File: src/rtl/dmem_if.sv
// Request/response and SRAM-side signals of the data-memory access unit.
// master = pipeline plus SRAM environment, slave = dmem_access_unit.
interface dmem_if #(
    parameter int ADDR_W = 32
);
    logic              req_valid;
    logic              req_ready;
    logic              dmem_sel;
    logic [1:0]        w_sel;
    logic [2:0]        r_sel;
    logic [ADDR_W-1:0] req_addr;
    logic [31:0]       req_wdata;
    logic              resp_valid;
    logic [31:0]       resp_data;
    logic              resp_err;
    logic              mem_en;
    logic [3:0]        mem_we;
    logic [ADDR_W-3:0] mem_addr;
    logic [31:0]       mem_wdata;
    logic [31:0]       mem_rdata;

    modport master (
        output req_valid, dmem_sel, w_sel, r_sel, req_addr, req_wdata, mem_rdata,
        input  req_ready, resp_valid, resp_data, resp_err,
        input  mem_en, mem_we, mem_addr, mem_wdata
    );

    modport slave (
        input  req_valid, dmem_sel, w_sel, r_sel, req_addr, req_wdata, mem_rdata,
        output req_ready, resp_valid, resp_data, resp_err,
        output mem_en, mem_we, mem_addr, mem_wdata
    );
endinterface

File: src/rtl/dmem_access_unit.sv
// Memory-stage load/store sequencer driving a word-wide synchronous SRAM.
// Define DMEM_MISALIGN_TRAP_EN to trap misaligned half/word accesses via resp_err.
module dmem_access_unit #(
    parameter int ADDR_W = 32,
    parameter int RD_LAT = 1
) (
    input  logic  clk,
    input  logic  rst_n,
    dmem_if.slave bus
);
    typedef enum logic [2:0] {S_IDLE, S_WRITE, S_READ, S_WAIT, S_RESP} state_t;

    localparam logic [1:0] LAT_M1 = 2'(RD_LAT - 1);

    state_t            state, next_state;
    logic              accept, is_store, is_load, misalign;
    logic [1:0]        cnt, cnt_d;
    logic [1:0]        off_q;
    logic [2:0]        rsel_q;
    logic              mem_en_q, mem_en_d;
    logic [3:0]        mem_we_q, mem_we_d;
    logic [ADDR_W-3:0] mem_addr_q, mem_addr_d;
    logic [31:0]       mem_wdata_q, mem_wdata_d;
    logic [31:0]       resp_data_q, resp_data_d;
    logic [31:0]       load_data;
    logic [7:0]        lane_b;
    logic [15:0]       lane_h;

    assign accept = (state == S_IDLE) && bus.req_valid;

    always_comb begin
        is_store = bus.dmem_sel && (bus.w_sel != 2'b11);
        is_load  = !bus.dmem_sel &&
                   (bus.r_sel inside {3'b000, 3'b010, 3'b011, 3'b100, 3'b101});
        misalign = 1'b0;
`ifdef DMEM_MISALIGN_TRAP_EN
        if (is_store)
            misalign = ((bus.w_sel == 2'b01) && bus.req_addr[0]) ||
                       ((bus.w_sel == 2'b10) && (bus.req_addr[1:0] != 2'b00));
        else if (is_load)
            misalign = (((bus.r_sel == 3'b010) || (bus.r_sel == 3'b101)) && bus.req_addr[0]) ||
                       ((bus.r_sel == 3'b011) && (bus.req_addr[1:0] != 2'b00));
`endif
    end

    always_ff @(posedge clk or negedge rst_n) begin
        if (!rst_n) state <= S_IDLE;
        else        state <= next_state;
    end

    always_comb begin
        next_state = state;
        case (state)
            S_IDLE: begin
                if (bus.req_valid) begin
                    if (misalign)      next_state = S_RESP;
                    else if (is_store) next_state = S_WRITE;
                    else if (is_load)  next_state = S_READ;
                    else               next_state = S_RESP;
                end
            end
            S_WRITE: next_state = S_RESP;
            S_READ:  next_state = S_WAIT;
            S_WAIT:  if (cnt == 2'd0) next_state = S_RESP;
            S_RESP:  next_state = S_IDLE;
            default: next_state = S_IDLE;
        endcase
    end

    // Lane extraction works on the offset and load type latched at acceptance.
    always_comb begin
        lane_b = bus.mem_rdata[{off_q, 3'b000} +: 8];
        lane_h = off_q[1] ? bus.mem_rdata[31:16] : bus.mem_rdata[15:0];
        case (rsel_q)
            3'b000:  load_data = {{24{lane_b[7]}}, lane_b};
            3'b100:  load_data = {24'b0, lane_b};
            3'b010:  load_data = {{16{lane_h[15]}}, lane_h};
            3'b101:  load_data = {16'b0, lane_h};
            default: load_data = bus.mem_rdata;
        endcase
    end

    always_comb begin
        mem_en_d    = 1'b0;
        mem_we_d    = 4'b0000;
        mem_addr_d  = mem_addr_q;
        mem_wdata_d = mem_wdata_q;
        resp_data_d = resp_data_q;
        cnt_d       = cnt;
        if (accept) begin
            resp_data_d = 32'b0;
            if (next_state == S_WRITE || next_state == S_READ) begin
                mem_en_d   = 1'b1;
                mem_addr_d = bus.req_addr[ADDR_W-1:2];
            end
            if (next_state == S_WRITE) begin
                case (bus.w_sel)
                    2'b00: begin
                        mem_we_d    = 4'b0001 << bus.req_addr[1:0];
                        mem_wdata_d = {4{bus.req_wdata[7:0]}};
                    end
                    2'b01: begin
                        mem_we_d    = bus.req_addr[1] ? 4'b1100 : 4'b0011;
                        mem_wdata_d = {2{bus.req_wdata[15:0]}};
                    end
                    default: begin
                        mem_we_d    = 4'b1111;
                        mem_wdata_d = bus.req_wdata;
                    end
                endcase
            end
        end
        if (state == S_READ)
            cnt_d = LAT_M1;
        else if (state == S_WAIT && cnt != 2'd0)
            cnt_d = cnt - 2'd1;
        if (state == S_WAIT && cnt == 2'd0)
            resp_data_d = load_data;
    end

    always_ff @(posedge clk or negedge rst_n) begin
        if (!rst_n) begin
            cnt         <= 2'd0;
            off_q       <= 2'd0;
            rsel_q      <= 3'd0;
            mem_en_q    <= 1'b0;
            mem_we_q    <= 4'b0000;
            mem_addr_q  <= '0;
            mem_wdata_q <= 32'b0;
            resp_data_q <= 32'b0;
        end else begin
            cnt         <= cnt_d;
            mem_en_q    <= mem_en_d;
            mem_we_q    <= mem_we_d;
            mem_addr_q  <= mem_addr_d;
            mem_wdata_q <= mem_wdata_d;
            resp_data_q <= resp_data_d;
            if (accept) begin
                off_q  <= bus.req_addr[1:0];
                rsel_q <= bus.r_sel;
            end
        end
    end

`ifdef DMEM_MISALIGN_TRAP_EN
    logic resp_err_q;

    always_ff @(posedge clk or negedge rst_n) begin
        if (!rst_n)      resp_err_q <= 1'b0;
        else if (accept) resp_err_q <= misalign;
    end

    assign bus.resp_err = resp_err_q;
`else
    assign bus.resp_err = 1'b0;
`endif

    assign bus.req_ready  = (state == S_IDLE);
    assign bus.resp_valid = (state == S_RESP);
    assign bus.resp_data  = resp_data_q;
    assign bus.mem_en     = mem_en_q;
    assign bus.mem_we     = mem_we_q;
    assign bus.mem_addr   = mem_addr_q;
    assign bus.mem_wdata  = mem_wdata_q;
endmodule

File: src/flat_wrapper.sv
// flat-port wrapper written by rule: the top's interface ports become plain ports
module dmem_access_unit_flat 
#(
    parameter int ADDR_W = 32,
    parameter int RD_LAT = 1
)
  (clk, rst_n, bus_req_valid, bus_dmem_sel, bus_w_sel, bus_r_sel, bus_req_addr, bus_req_wdata, bus_mem_rdata, bus_req_ready, bus_resp_valid, bus_resp_data, bus_resp_err, bus_mem_en, bus_mem_we, bus_mem_addr, bus_mem_wdata);
  dmem_if #(.ADDR_W(ADDR_W)) bus_i ();
  input  logic clk;
  input  logic rst_n;
  input wire logic [$bits(bus_i.req_valid)-1:0] bus_req_valid;
  input wire logic [$bits(bus_i.dmem_sel)-1:0] bus_dmem_sel;
  input wire logic [$bits(bus_i.w_sel)-1:0] bus_w_sel;
  input wire logic [$bits(bus_i.r_sel)-1:0] bus_r_sel;
  input wire logic [$bits(bus_i.req_addr)-1:0] bus_req_addr;
  input wire logic [$bits(bus_i.req_wdata)-1:0] bus_req_wdata;
  input wire logic [$bits(bus_i.mem_rdata)-1:0] bus_mem_rdata;
  output wire logic [$bits(bus_i.req_ready)-1:0] bus_req_ready;
  output wire logic [$bits(bus_i.resp_valid)-1:0] bus_resp_valid;
  output wire logic [$bits(bus_i.resp_data)-1:0] bus_resp_data;
  output wire logic [$bits(bus_i.resp_err)-1:0] bus_resp_err;
  output wire logic [$bits(bus_i.mem_en)-1:0] bus_mem_en;
  output wire logic [$bits(bus_i.mem_we)-1:0] bus_mem_we;
  output wire logic [$bits(bus_i.mem_addr)-1:0] bus_mem_addr;
  output wire logic [$bits(bus_i.mem_wdata)-1:0] bus_mem_wdata;
  assign bus_i.req_valid = bus_req_valid;
  assign bus_i.dmem_sel = bus_dmem_sel;
  assign bus_i.w_sel = bus_w_sel;
  assign bus_i.r_sel = bus_r_sel;
  assign bus_i.req_addr = bus_req_addr;
  assign bus_i.req_wdata = bus_req_wdata;
  assign bus_i.mem_rdata = bus_mem_rdata;
  assign bus_req_ready = bus_i.req_ready;
  assign bus_resp_valid = bus_i.resp_valid;
  assign bus_resp_data = bus_i.resp_data;
  assign bus_resp_err = bus_i.resp_err;
  assign bus_mem_en = bus_i.mem_en;
  assign bus_mem_we = bus_i.mem_we;
  assign bus_mem_addr = bus_i.mem_addr;
  assign bus_mem_wdata = bus_i.mem_wdata;
  dmem_access_unit #(.ADDR_W(ADDR_W), .RD_LAT(RD_LAT)) u_core (.clk(clk), .rst_n(rst_n), .bus(bus_i));
endmodule
File: config.mk
export PLATFORM = sky130hd
export DESIGN_NAME = dmem_access_unit_flat
export DESIGN_NICKNAME = d
export VERILOG_FILES = /design/src/rtl/dmem_if.sv /design/src/rtl/dmem_access_unit.sv /design/src/flat_wrapper.sv
export SDC_FILE = /design/constraint.sdc
export NUM_CORES = 1
export LEC_CHECK = 0
export ABC_AREA = 1
export CAP_MARGIN = 20
export CORE_UTILIZATION = 47
export CTS_CLUSTER_DIAMETER = 30
export DETAILED_ROUTE_END_ITERATION = 10
export GPL_TIMING_DRIVEN = 1
export PLACE_DENSITY = 0.91
export SLEW_MARGIN = 5
export SYNTH_ARGS = -nofsm -noshare
export SYNTH_HDL_FRONTEND = slang
export SYNTH_SLANG_ARGS = --single-unit
File: constraint.sdc
create_clock -name clk -period 3.21 [get_ports clk]
set_clock_uncertainty 0.2 [all_clocks]
set_input_delay 0.4815 -clock clk [delete_from_list [all_inputs] [get_ports clk]]
set_output_delay 0.4815 -clock clk [all_outputs]
set_load 0.05 [all_outputs]
==> impl_metrics.tcl <==
set metrics [dict create \
    mostFrequentLayoutCells "nand2_1, clkdlybuf4s50_1, dfrtp_1" \
    fill_cells 884 \
    cts-root-buf "clkbuf_8" \
    ys.flop_type "dfrtp_1" \
    route.detailed.drc 0 \
    finalSetupTns_ns 0 \
    wl_per_cell_um 15.4 \
    detail-route-antenna-nets 0 \
    dieArea_mm2 0.0116 \
    netlist_instances 680 \
    postPlaceCellArea_mm2 0.00733 \
    worst-setup-path-type "reg -> out" \
    clk_pin_slew_worst_paths_ns 0.10 \
    cts_resized 0 \
    synth_area_per_cell_um2 7.70 \
    max_slew.worst_pin.slew_ns 0.656 \
    tritoncts "built" \
    antenna_cells 0 \
    relSlewSlack 0.561 \
    setup_violations 0 \
    synth_edf_count 0 \
    fin_hold_ws_ns 0.282 \
    dpl.hpwl_um 11200 \
    critical_path_arrival_ns 1.91 \
    cp-end-kind "primary output" \
    fin_ws_ns 0.614 \
    crit_path_cell_trace "nor2_1, nand2_1, inv_2, clkdlybuf4s50_1" \
    worst_skew_pair.late_latency_ns 0.36 \
    crit_required_ns 2.53 \
    ios 207 \
    drv_slew 0 \
    core_area_mm2 0.0108 \
    rsz0062_at_grt "false" \
    yosysWarnings 0 \
    initial_core_util 0.483 \
    hold_viol_final 0 \
    ys_ff_latch 109 \
    grt_pass1_wl_um 24800 \
    cp_slowest_cell "clkdlybuf4s50_1" \
    fin_area_mm2 0.00752 \
    power_leakage_nw 3.69 \
    firstDrtPassIters 5 \
    syn_area_mm2 0.00523 \
    cts_max_level 3 \
    antenna_found_initial 0 \
    drt_iter0_drc 314 \
    vias 5271 \
    ys_types 26 \
    nNetsFinal 976 \
    drive_gt1_frac 0.0469 \
    cts_made_buffers 9 \
    grt_overflow 0 \
    finalCriticalPeriod_ns 2.60 \
    area_growth_pct 43.7 \
    power.density_mw_per_mm2 1070 \
    async_flop_share 1.00 \
    dp_slack_ns 0.643 \
    die_h_um 108 \
    period_share 0.809 \
    hold_class "reg -> reg" \
    seq_area_frac_synth 0.521 \
    port_buffers 205 \
    die_w_um 108 \
    regArea_mm2 0.00273 \
    maxCapViolations 0 \
    vdd_drop_max_mv 0.755 \
    clk_path_buf_depth 2 \
    outcome "finished, final reports clean" \
    clock.fmax_mhz 385 \
    final_common_cell "nand2_1" \
    slowest_delay_ns 0.83 \
    synth_nets 786 \
    grt_max_degree 66 \
    grt_pass1_vias 5094 \
    crit_fanout 4 \
    rows 38 \
    place.gp.congestion 0.860 \
    start_kind "flip-flop" \
    track_usage 0.277 \
    clock-sinks 109 \
    routed_via_density 5.19 \
    multi_input_area_mm2 0.00215 \
    wl_um 15600 \
]
per-layer routing:
metal	up-vias	share of wire	GRT usage
met5	-	0	0
li1	2524	-	-
met3	42	0.099	0.0678
met2	268	0.47	0.458
met1	2437	0.40	0.341
met4	0	0.031	0.127
worst paths after layout:
check	start	end	slack (ns)	cells past startpoint
max	u_core.state[1]	bus_req_ready	0.61	4
min reg2reg	u_core.bus.mem_wdata[3]	u_core.bus.mem_wdata[3]	0.28	2
min	u_core.bus.mem_wdata[3]	u_core.bus.mem_wdata[3]	0.28	2
max reg2reg	u_core.rsel_q[2]	u_core.bus.resp_data[28]	0.94	7
min in group asynchronous	rst_n	u_core.bus.resp_data[28]	0.46	2
max in group asynchronous	rst_n	u_core.bus.mem_wdata[12]	1.61	3
cell usage after synthesis (2+ instances only):
library cell / n / share of area
a21oi_1: 29 / 0.028
a22oi_1: 2 / 0.0029
a31oi_1: 12 / 0.014
buf_2: 13 / 0.012
buf_4: 6 / 0.0086
buf_6: 4 / 0.0086
clkbuf_1: 12 / 0.0086
dfrtp_1: 109 / 0.52
inv_1: 35 / 0.025
inv_2: 6 / 0.0043
nand2_1: 276 / 0.20
nand2_2: 4 / 0.0048
nand2b_1: 7 / 0.0084
nand3_1: 65 / 0.062
nor2_1: 51 / 0.037
nor3_1: 2 / 0.0019
o21ai_0: 27 / 0.026
o21ai_1: 12 / 0.011
power by group:
part	internal (mW)	switching, mW	leakage, nW
clock network	0.310	0.489	0.0970
logic	1.54	3.39	2.20
registers	1.95	0.393	1.40
final cells by class:
type,instances,area share
sequential,109,0.363
multi-input combinational,495,0.286
timing repair buffer,214,0.283
tap,140,0.0233
inverter,41,0.0205
clock buffer,10,0.0183
clock inverter,6,0.00599
worst max-delay path: cells and delay by family (launching register included):
kind | cells | cell delay [ns]
buffers and inverters | 2 | 0.91
flip-flops | 1 | 0.42
AND/OR/NAND/NOR | 2 | 0.22
flip-flops by register name, indices dropped and copies added (netlist names):
name and cells:
u_core.cnt 2, u_core.state 3, u_core.bus.mem_we 4, u_core.bus.resp_data 32
u_core.bus.mem_en 1, u_core.off_q 2, u_core.bus.mem_addr 30, u_core.rsel_q 3
u_core.bus.mem_wdata 32
repair_timing:
action	4_1_cts	5_1_grt
endpoints found under the hold margin	44	0
setup buffers	0	0
hold buffers	1	0
through the flow:
stage          cells  utilization  power (mW)
2_1_floorplan    680            -        5.62
3_3_place_gp     998        0.676        7.17
3_5_place_dp     998        0.676        7.26
4_1_cts         1015        0.694        8.09
5_1_grt         1015        0.694        8.52
6_report        1015        0.694        8.07
logic make-up (layout without fill, tap and decap cells):
family / after synthesis / after routing / share of synthesized area
and+or+nand+nor: 410 / 410 / 0.323
DFF: 109 / 109 / 0.521
AOI/OAI and AO/OA: 83 / 83 / 0.0853
buffers and inverters: 76 / 271 / 0.0677
adders and majority gates: 1 / 1 / 0.00239
other: 1 / 1 / 0.000717
No activity file was read; power rests on OpenSTA's default activity.
